### src/rtl/out_port_pkg.sv
// Shared types and default sizing for the output-port sequencer.
package out_port_pkg;

  localparam int unsigned DEF_WIDTH = 16;
  localparam int unsigned DEF_DEPTH = 4;

  // 2'b11 is unused and recovers to ST_IDLE
  typedef enum logic [1:0] {
    ST_IDLE  = 2'b00,
    ST_LOAD  = 2'b01,
    ST_VALID = 2'b10
  } state_t;

endpackage

### src/rtl/out_port_ctrl_sync_fifo.sv
// Synchronous FIFO: storage, wrapping pointers, occupancy level and flags.
module sync_fifo #(
  parameter int unsigned WIDTH = 16,
  parameter int unsigned DEPTH = 4
) (
  input  logic                     clk,
  input  logic                     rst,
  input  logic                     clr,
  input  logic                     push,
  input  logic                     pop,
  input  logic [WIDTH-1:0]         wr_data,
  output logic [WIDTH-1:0]         rd_data,
  output logic [$clog2(DEPTH):0]   level,
  output logic                     full,
  output logic                     empty
);

  localparam int unsigned PW = $clog2(DEPTH);
  localparam int unsigned LW = PW + 1;

  logic [WIDTH-1:0] mem [DEPTH];
  logic [PW-1:0]    wr_ptr;
  logic [PW-1:0]    rd_ptr;
  logic             do_push;
  logic             do_pop;

  assign full    = (level == LW'(DEPTH));
  assign empty   = (level == '0);
  assign do_push = push & ~full & ~clr;
  assign do_pop  = pop & ~empty & ~clr;
  assign rd_data = mem[rd_ptr];

  // Storage array; contents need no reset since level gates visibility
  always_ff @(posedge clk) begin
    if (do_push) begin
      mem[wr_ptr] <= wr_data;
    end
  end

  // Pointers and level; power-of-two depth lets pointers wrap naturally
  always_ff @(posedge clk or posedge rst) begin
    if (rst) begin
      wr_ptr <= '0;
      rd_ptr <= '0;
      level  <= '0;
    end else if (clr) begin
      wr_ptr <= '0;
      rd_ptr <= '0;
      level  <= '0;
    end else begin
      if (do_push) begin
        wr_ptr <= wr_ptr + PW'(1);
      end
      if (do_pop) begin
        rd_ptr <= rd_ptr + PW'(1);
      end
      case ({do_push, do_pop})
        2'b10:   level <= level + LW'(1);
        2'b01:   level <= level - LW'(1);
        default: level <= level;
      endcase
    end
  end

endmodule

### src/rtl/out_port_ctrl.sv
// Output-port sequencer: buffers OUT writes, loads the output register and
// runs the valid/ack handshake to the external device.
module out_port_ctrl
  import out_port_pkg::*;
#(
  parameter int unsigned WIDTH = DEF_WIDTH,
  parameter int unsigned DEPTH = DEF_DEPTH
) (
  input  logic                   clk,
  input  logic                   rst,
  input  logic                   clr,
  input  logic                   wr_en,
  input  logic [WIDTH-1:0]       wr_data,
  output logic                   stall,
  output logic                   ld_outr,
  output logic [WIDTH-1:0]       outr_data,
  output logic                   out_valid,
  input  logic                   out_ack,
  output logic [$clog2(DEPTH):0] level
);

  state_t state;
  state_t state_nxt;
  logic   full;
  logic   empty;
  logic   push;

  // A write blocked by a full FIFO stalls the CPU; clr drops the write instead
  assign push  = wr_en & ~full & ~clr;
  assign stall = wr_en & full & ~clr;

  sync_fifo #(
    .WIDTH (WIDTH),
    .DEPTH (DEPTH)
  ) u_fifo (
    .clk     (clk),
    .rst     (rst),
    .clr     (clr),
    .push    (push),
    .pop     (ld_outr),
    .wr_data (wr_data),
    .rd_data (outr_data),
    .level   (level),
    .full    (full),
    .empty   (empty)
  );

  // State register
  always_ff @(posedge clk or posedge rst) begin
    if (rst) begin
      state <= ST_IDLE;
    end else begin
      state <= state_nxt;
    end
  end

  // Next state and strobes decoded from the registered state
  always_comb begin
    state_nxt = state;
    ld_outr   = 1'b0;
    out_valid = 1'b0;
    case (state)
      ST_IDLE: begin
        if (!empty) begin
          state_nxt = ST_LOAD;
        end
      end
      ST_LOAD: begin
        ld_outr   = ~clr;
        state_nxt = ST_VALID;
      end
      ST_VALID: begin
        out_valid = 1'b1;
        if (out_ack) begin
          state_nxt = empty ? ST_IDLE : ST_LOAD;
        end
      end
      default: begin
        state_nxt = ST_IDLE;
      end
    endcase
    if (clr) begin
      state_nxt = ST_IDLE;
    end
  end

endmodule
### config.mk
export PLATFORM = sky130hd
export DESIGN_NAME = out_port_ctrl
export DESIGN_NICKNAME = d
export VERILOG_FILES = /design/src/rtl/out_port_pkg.sv /design/src/rtl/out_port_ctrl_sync_fifo.sv /design/src/rtl/out_port_ctrl.sv
export SDC_FILE = /design/constraint.sdc
export NUM_CORES = 1
export LEC_CHECK = 0
export BUFFER_PORTS_ARGS = -buffer_cell sky130_fd_sc_hd__buf_2
export CORE_MARGIN = 4
export CORE_UTILIZATION = 55
export CTS_BUF_LIST = sky130_fd_sc_hd__clkbuf_16
export CTS_CLUSTER_SIZE = 40
export DETAILED_ROUTE_END_ITERATION = 8
export PLACE_DENSITY = 0.77
export SYNTH_ARGS = -nofsm -noshare
export SYNTH_HDL_FRONTEND = slang
export SYNTH_SLANG_ARGS = --single-unit
### constraint.sdc
create_clock -name clk -period 2.95 [get_ports clk]
set_input_delay 0.1475 -clock clk [delete_from_list [all_inputs] [get_ports clk]]
set_output_delay 0.1475 -clock clk [all_outputs]
set_load 0.02 [all_outputs]
Word-level counts from Yosys, hierarchy flattened
Memory sizes are Yosys's and may differ from the RTL's.
Index checks and enable logic that the tools add are counted.
{"block": "classes", "mux": 15, "bitwise": 11, "addsub": 4, "eq_ne": 7, "reduce_logical": 6}
{"op": "$mux 2", "count": 7}
{"op": "$and 1x1->1", "count": 8}
{"op": "$ne 3x3->1 const B", "count": 2}
{"op": "$pmux 2 s3", "count": 1}
{"op": "$pmux 3 s2", "count": 1}
{"op": "$mux 1", "count": 5}
{"op": "$add 2x1->2 const B", "count": 2}
{"op": "$eq 2x1->1 const B", "count": 2}
{"op": "$eq 2x2->1 const B", "count": 2}
{"op": "$reduce_bool 2->1", "count": 2}
{"op": "$add 3x1->3 const B", "count": 1}
{"op": "$eq 3x3->1 const B", "count": 1}
{"op": "$logic_not 3->1", "count": 1}
{"op": "$mux 3", "count": 1}
{"op": "$not 1->1", "count": 3}
{"op": "$reduce_bool 3->1", "count": 1}
{"op": "$sub 3x1->3 const B", "count": 1}
{"op": "$logic_not 2->1", "count": 1}
{"op": "$reduce_and 2->1", "count": 1}
{"block": "totals", "output_inout_bits": 22, "n_memories": 1, "ff_bits": 9, "ram_bits": 64, "elab_cells": 48, "inputBits": 21}
{"memory": "u_fifo.mem", "words": 4, "word_bits": 16, "rd": 1, "rd_ports_with_merged_regs": 0, "write_ports": 1, "line": "out_port_ctrl_sync_fifo.sv:21", "rtl": "logic [WIDTH-1:0] mem [DEPTH];"}

Depth between registers and ports, before layout
{"block": "logic_depth", "word_depth": 9, "mapped_depth": 7, "depth_no_buf": 7}

Hierarchy
From an unflattened synthesis, not the netlist that was laid out.
{"block": "unflattened", "hier_cells": 162, "hier_area_um2": 3016.6}
{"module": "sync_fifo", "n_inst": 1, "cells_per_inst": 151, "area_each_um2": 2897.8}
{"module": "out_port_ctrl", "n_inst": 1, "cells_per_inst": 11, "area_each_um2": 118.9}

Worst setup path after synthesis
Ideal clock, no wire load.
{"block": "synth_path", "path_type": "reg2reg", "startpoint": "reg u_fifo.level[0]", "endpoint": "reg u_fifo.level[2]", "arrival_ns": 2.337, "setup_time_ns": 0.082, "n_path_buf": 0, "path_stages_with_launch": 8, "slack_ns": 0.531, "cell_sequence": "dfrtp_1 -> nor3_1 -> nor2_4 -> and2_1 -> fa_1 -> or4_1 -> a21o_1 -> a31oi_1"}
{"block": "synth_between", "elab_chain_cells": 9}
{"element": "from (decl)", "line": "out_port_ctrl_sync_fifo.sv:13", "rtl": "output logic [$clog2(DEPTH):0] level,"}
{"element": "from (signal assigned)", "line": "out_port_ctrl_sync_fifo.sv:58", "rtl": "2'b10: level <= level + LW'(1);"}
{"element": "from (signal assigned)", "line": "out_port_ctrl_sync_fifo.sv:59", "rtl": "2'b01: level <= level - LW'(1);"}
{"element": "from (signal assigned)", "line": "out_port_ctrl_sync_fifo.sv:60", "rtl": "default: level <= level;"}
{"element": "$eq 3x3->1", "line": "out_port_ctrl_sync_fifo.sv:27", "rtl": "assign full = (level == LW'(DEPTH));"}
{"element": "$not 1->1", "line": "out_port_ctrl_sync_fifo.sv:29, out_port_ctrl.sv:29"}
{"element": "$and 1x1->1 (2 in a row)", "line": "out_port_ctrl.sv:29", "rtl": "assign push = wr_en & ~full & ~clr;"}
{"element": "$and 1x1->1 (2 in a row)", "line": "out_port_ctrl_sync_fifo.sv:29", "rtl": "assign do_push = push & ~full & ~clr;"}
{"element": "$eq 2x1->1 or $eq 2x2->1 (tied branches)", "line": "out_port_ctrl_sync_fifo.sv:57", "rtl": "case ({do_push, do_pop})"}
{"element": "$pmux 3 s2", "line": "out_port_ctrl_sync_fifo.sv:57"}
{"element": "$mux 3", "line": "out_port_ctrl_sync_fifo.sv:46", "rtl": "end else if (clr) begin"}
Parallel ways exist; a longest one is shown, timed or not.
A chain may end at the register's enable or synchronous reset.

Worst setup path after layout
{"block": "layout_path", "startpoint": "reg u_fifo.level[1]", "endpoint": "reg u_fifo.level[2]"}
Same word-level chain as after synthesis.

==> flow_summary.ini <==
[timing]
skew_ns = 0.00465
maxSlewViolCount = 0
tightest_slew_ns = 0.847
whs_ns = 0.0431
min_period_ns = 2.58
setup_ws_ns = 0.367
setup_viol = 0
rsz0062_at_grt = false
fmax_mhz = 387
finalCritPeriodShare_pct = 87.6
hold_viol = 0
setup_tns_ns = 0
maxSlewHeadroom_pct = 43.5

[cells_and_area]
multi_input_area_um2 = 711
areaGrowthSynthToFinish_pct = 19.0
diodes = 0
layout_common_cells = 64 x edfxtp_1, 42 x buf_2, 16 x mux4_2, 9 x clkbuf_16, 9 x dfrtp_1
layout_commonest_cell = edfxtp_1
layout.nets = 222
seqCellArea_um2 = 2150
nFillCells = 356
drive_above_1_share_pct = 37.8

[detailed_routing]
routedWlPerCell_um = 17.8
vias_per_cell = 5.42
drc = 0
routed_wl_um = 4820
vias = 1468
drt_iter0_markers = 81
dr.pass1.iters = 4
ant_nets = 0

[critical_path]
arrival_ns = 2.82
worstSetupPathType = reg -> reg
path_max_fanout = 6
cp-end-kind = register
critPathLaunchType = register
cp.required_ns = 3.18

[placement]
io_buffers = 42
pre_cts_ws_ns = 0.396
gp_congestion = 0.763
dpl.hpwl_um = 3200

[floorplanning]
die_w_um = 80.6
start_util_pct = 56.7
die_area_um2 = 6490
core_area_um2 = 5110
die_h_um = 80.6
ios = 43
rows = 26

[clock_tree]
cts_made_buffers = 9
clock-sinks = 73
cts_tree = built
clock_path_buffers = 2
clk_latency_ns = 0.32
clk_pin_slew_ns = 0.05
clock-root-buffer = clkbuf_16
cts_max_level = 3
post-cts-setup-buffer-count = 0
cts_resized = 0

[grt]
grt_max_degree = 19
grt_use_total_pct = 17.0
antenna_found_initial = 0
grt_pass1_vias = 1562
grt_pass1_wl_um = 7690
gr-total-overflow = 0

[worst_hold_path]
hold_path_class = in -> reg

[pwr]
p_leak_nw = 1.26
power_mw = 2.36
p_per_area_nw_per_um2 = 685
irDropWorstVdd_v = 0.000399

[synth]
synth_seq_cells = 73
syn-instance-count = 146
ys_warn_count = 0
postSynthAreaPerCell_um2 = 19.8
synth_nets = 172
ys_types = 30
ys_seq_area_share_pct = 74.1
syn_area_um2 = 2900

[flow_run]
max_cap_violations = 0

[status]
outcome = completed
-- flip-flops by register name, summed over array words and instances (netlist names) --
register	count
u_fifo.rd_ptr	2
state	2
u_fifo.wr_ptr	2
u_fifo.mem	64
u_fifo.level	3
-- logic make-up after synthesis --
group,count (synthesis),share of synthesized area [%]
AOI/OAI and AO/OA,6,1.51
xor gates and xnor gates,2,0.605
adders and majority gates,5,2.42
buffers and inverters,10,1.38
DFF,73,74.1
muxes,21,14.2
and+or+nand+nor,29,5.74
-- power by group --
group          switching (mW)  leakage [nW]  total (mW)  internal (mW)
logic                   0.142         0.425       0.245          0.103
clock network           0.363         0.136       0.915          0.552
registers              0.0290         0.703        1.20           1.17
-- synthesized netlist by cell type --
library cell   n  area [µm²]
a21o_1         1        7.51
a21oi_1        1        5.00
a22o_1         1        8.76
a31oi_1        1        6.26
and2_1         5        31.3
buf_2          2        10.0
clkbuf_1       3        11.3
dfrtp_1        9         225
edfxtp_1      64        1920
fa_1           1        20.0
ha_1           4        50.1
inv_1          5        18.8
mux2_2         2        22.5
mux2i_1        3        30.0
mux4_2        16         360
nand2_1        2        7.51
nand2b_1       3        18.8
nand3_1        2        10.0
nor2_1         8        30.0
nor2_4         1        11.3
nor2b_1        3        18.8
nor3_1         1        5.00
nor4_1         1        6.26
o311ai_0       1        8.76
o31ai_1        1        7.51
or3b_2         1        8.76
or3b_4         1        11.3
or4_1          1        7.51
xnor2_1        1        8.76
xor2_1         1        8.76
-- cell type report --
cell class                      instances  area share, %
Sequential cell                        73           62.2
Multi-Input combinational cell         63           20.6
Timing Repair Buffer                   44           6.60
Clock buffer                            9           6.53
Tap cell                               70           2.54
Clock inverter                          7          0.943
Inverter                                5          0.544
-- critical path, stage by stage (launching register included) --
cell and delay, ns:
dfrtp_1 0.45, nor3_1 0.42, nor2_4 0.09, and2_1 0.17, fa_1 0.42, or4_1 0.56, a21o_1 0.21, a31oi_1 0.18
-- stage by stage --
stage	utilization (%)	cell area [µm²]	instances
floorplan	-	2900	146
finish	67.5	3450	271
global placement	62.3	3180	254
detailed placement	62.3	3180	254
global route	67.5	3450	271
CTS	67.5	3450	271
-- worst paths after layout --
| kind | startpoint | end | slack, ns | depth (start not counted) |
|---|---|---|---|---|
| min reg2reg | state[0] | state[0] | 0.51 | 1 |
| min in group asynchronous | rst | u_fifo.wr_ptr[1] | 0.37 | 3 |
| max reg2reg | u_fifo.level[1] | u_fifo.level[2] | 0.37 | 7 |
| min | wr_data[8] | u_fifo.mem[2][8] | 0.04 | 1 |
| max | u_fifo.level[1] | u_fifo.level[2] | 0.37 | 7 |
| max in group asynchronous | rst | u_fifo.level[1] | 2.30 | 3 |
-- per-layer routing --
layer  up-vias  track usage (%)  share of wire [%]
li1        675                -                  -
met1       736             19.5                 40
met2        46             28.5                 52
met3        11             6.05                6.0
met4         0             7.60                1.6
met5         -                0                  0
-- repair_timing --
action | CTS | global route
hold endpoints to repair | 9 | 0
endpoints found under the setup margin | 0 | 0
hold buffers | 1 | 0
Power figures use the tool's default switching activity.
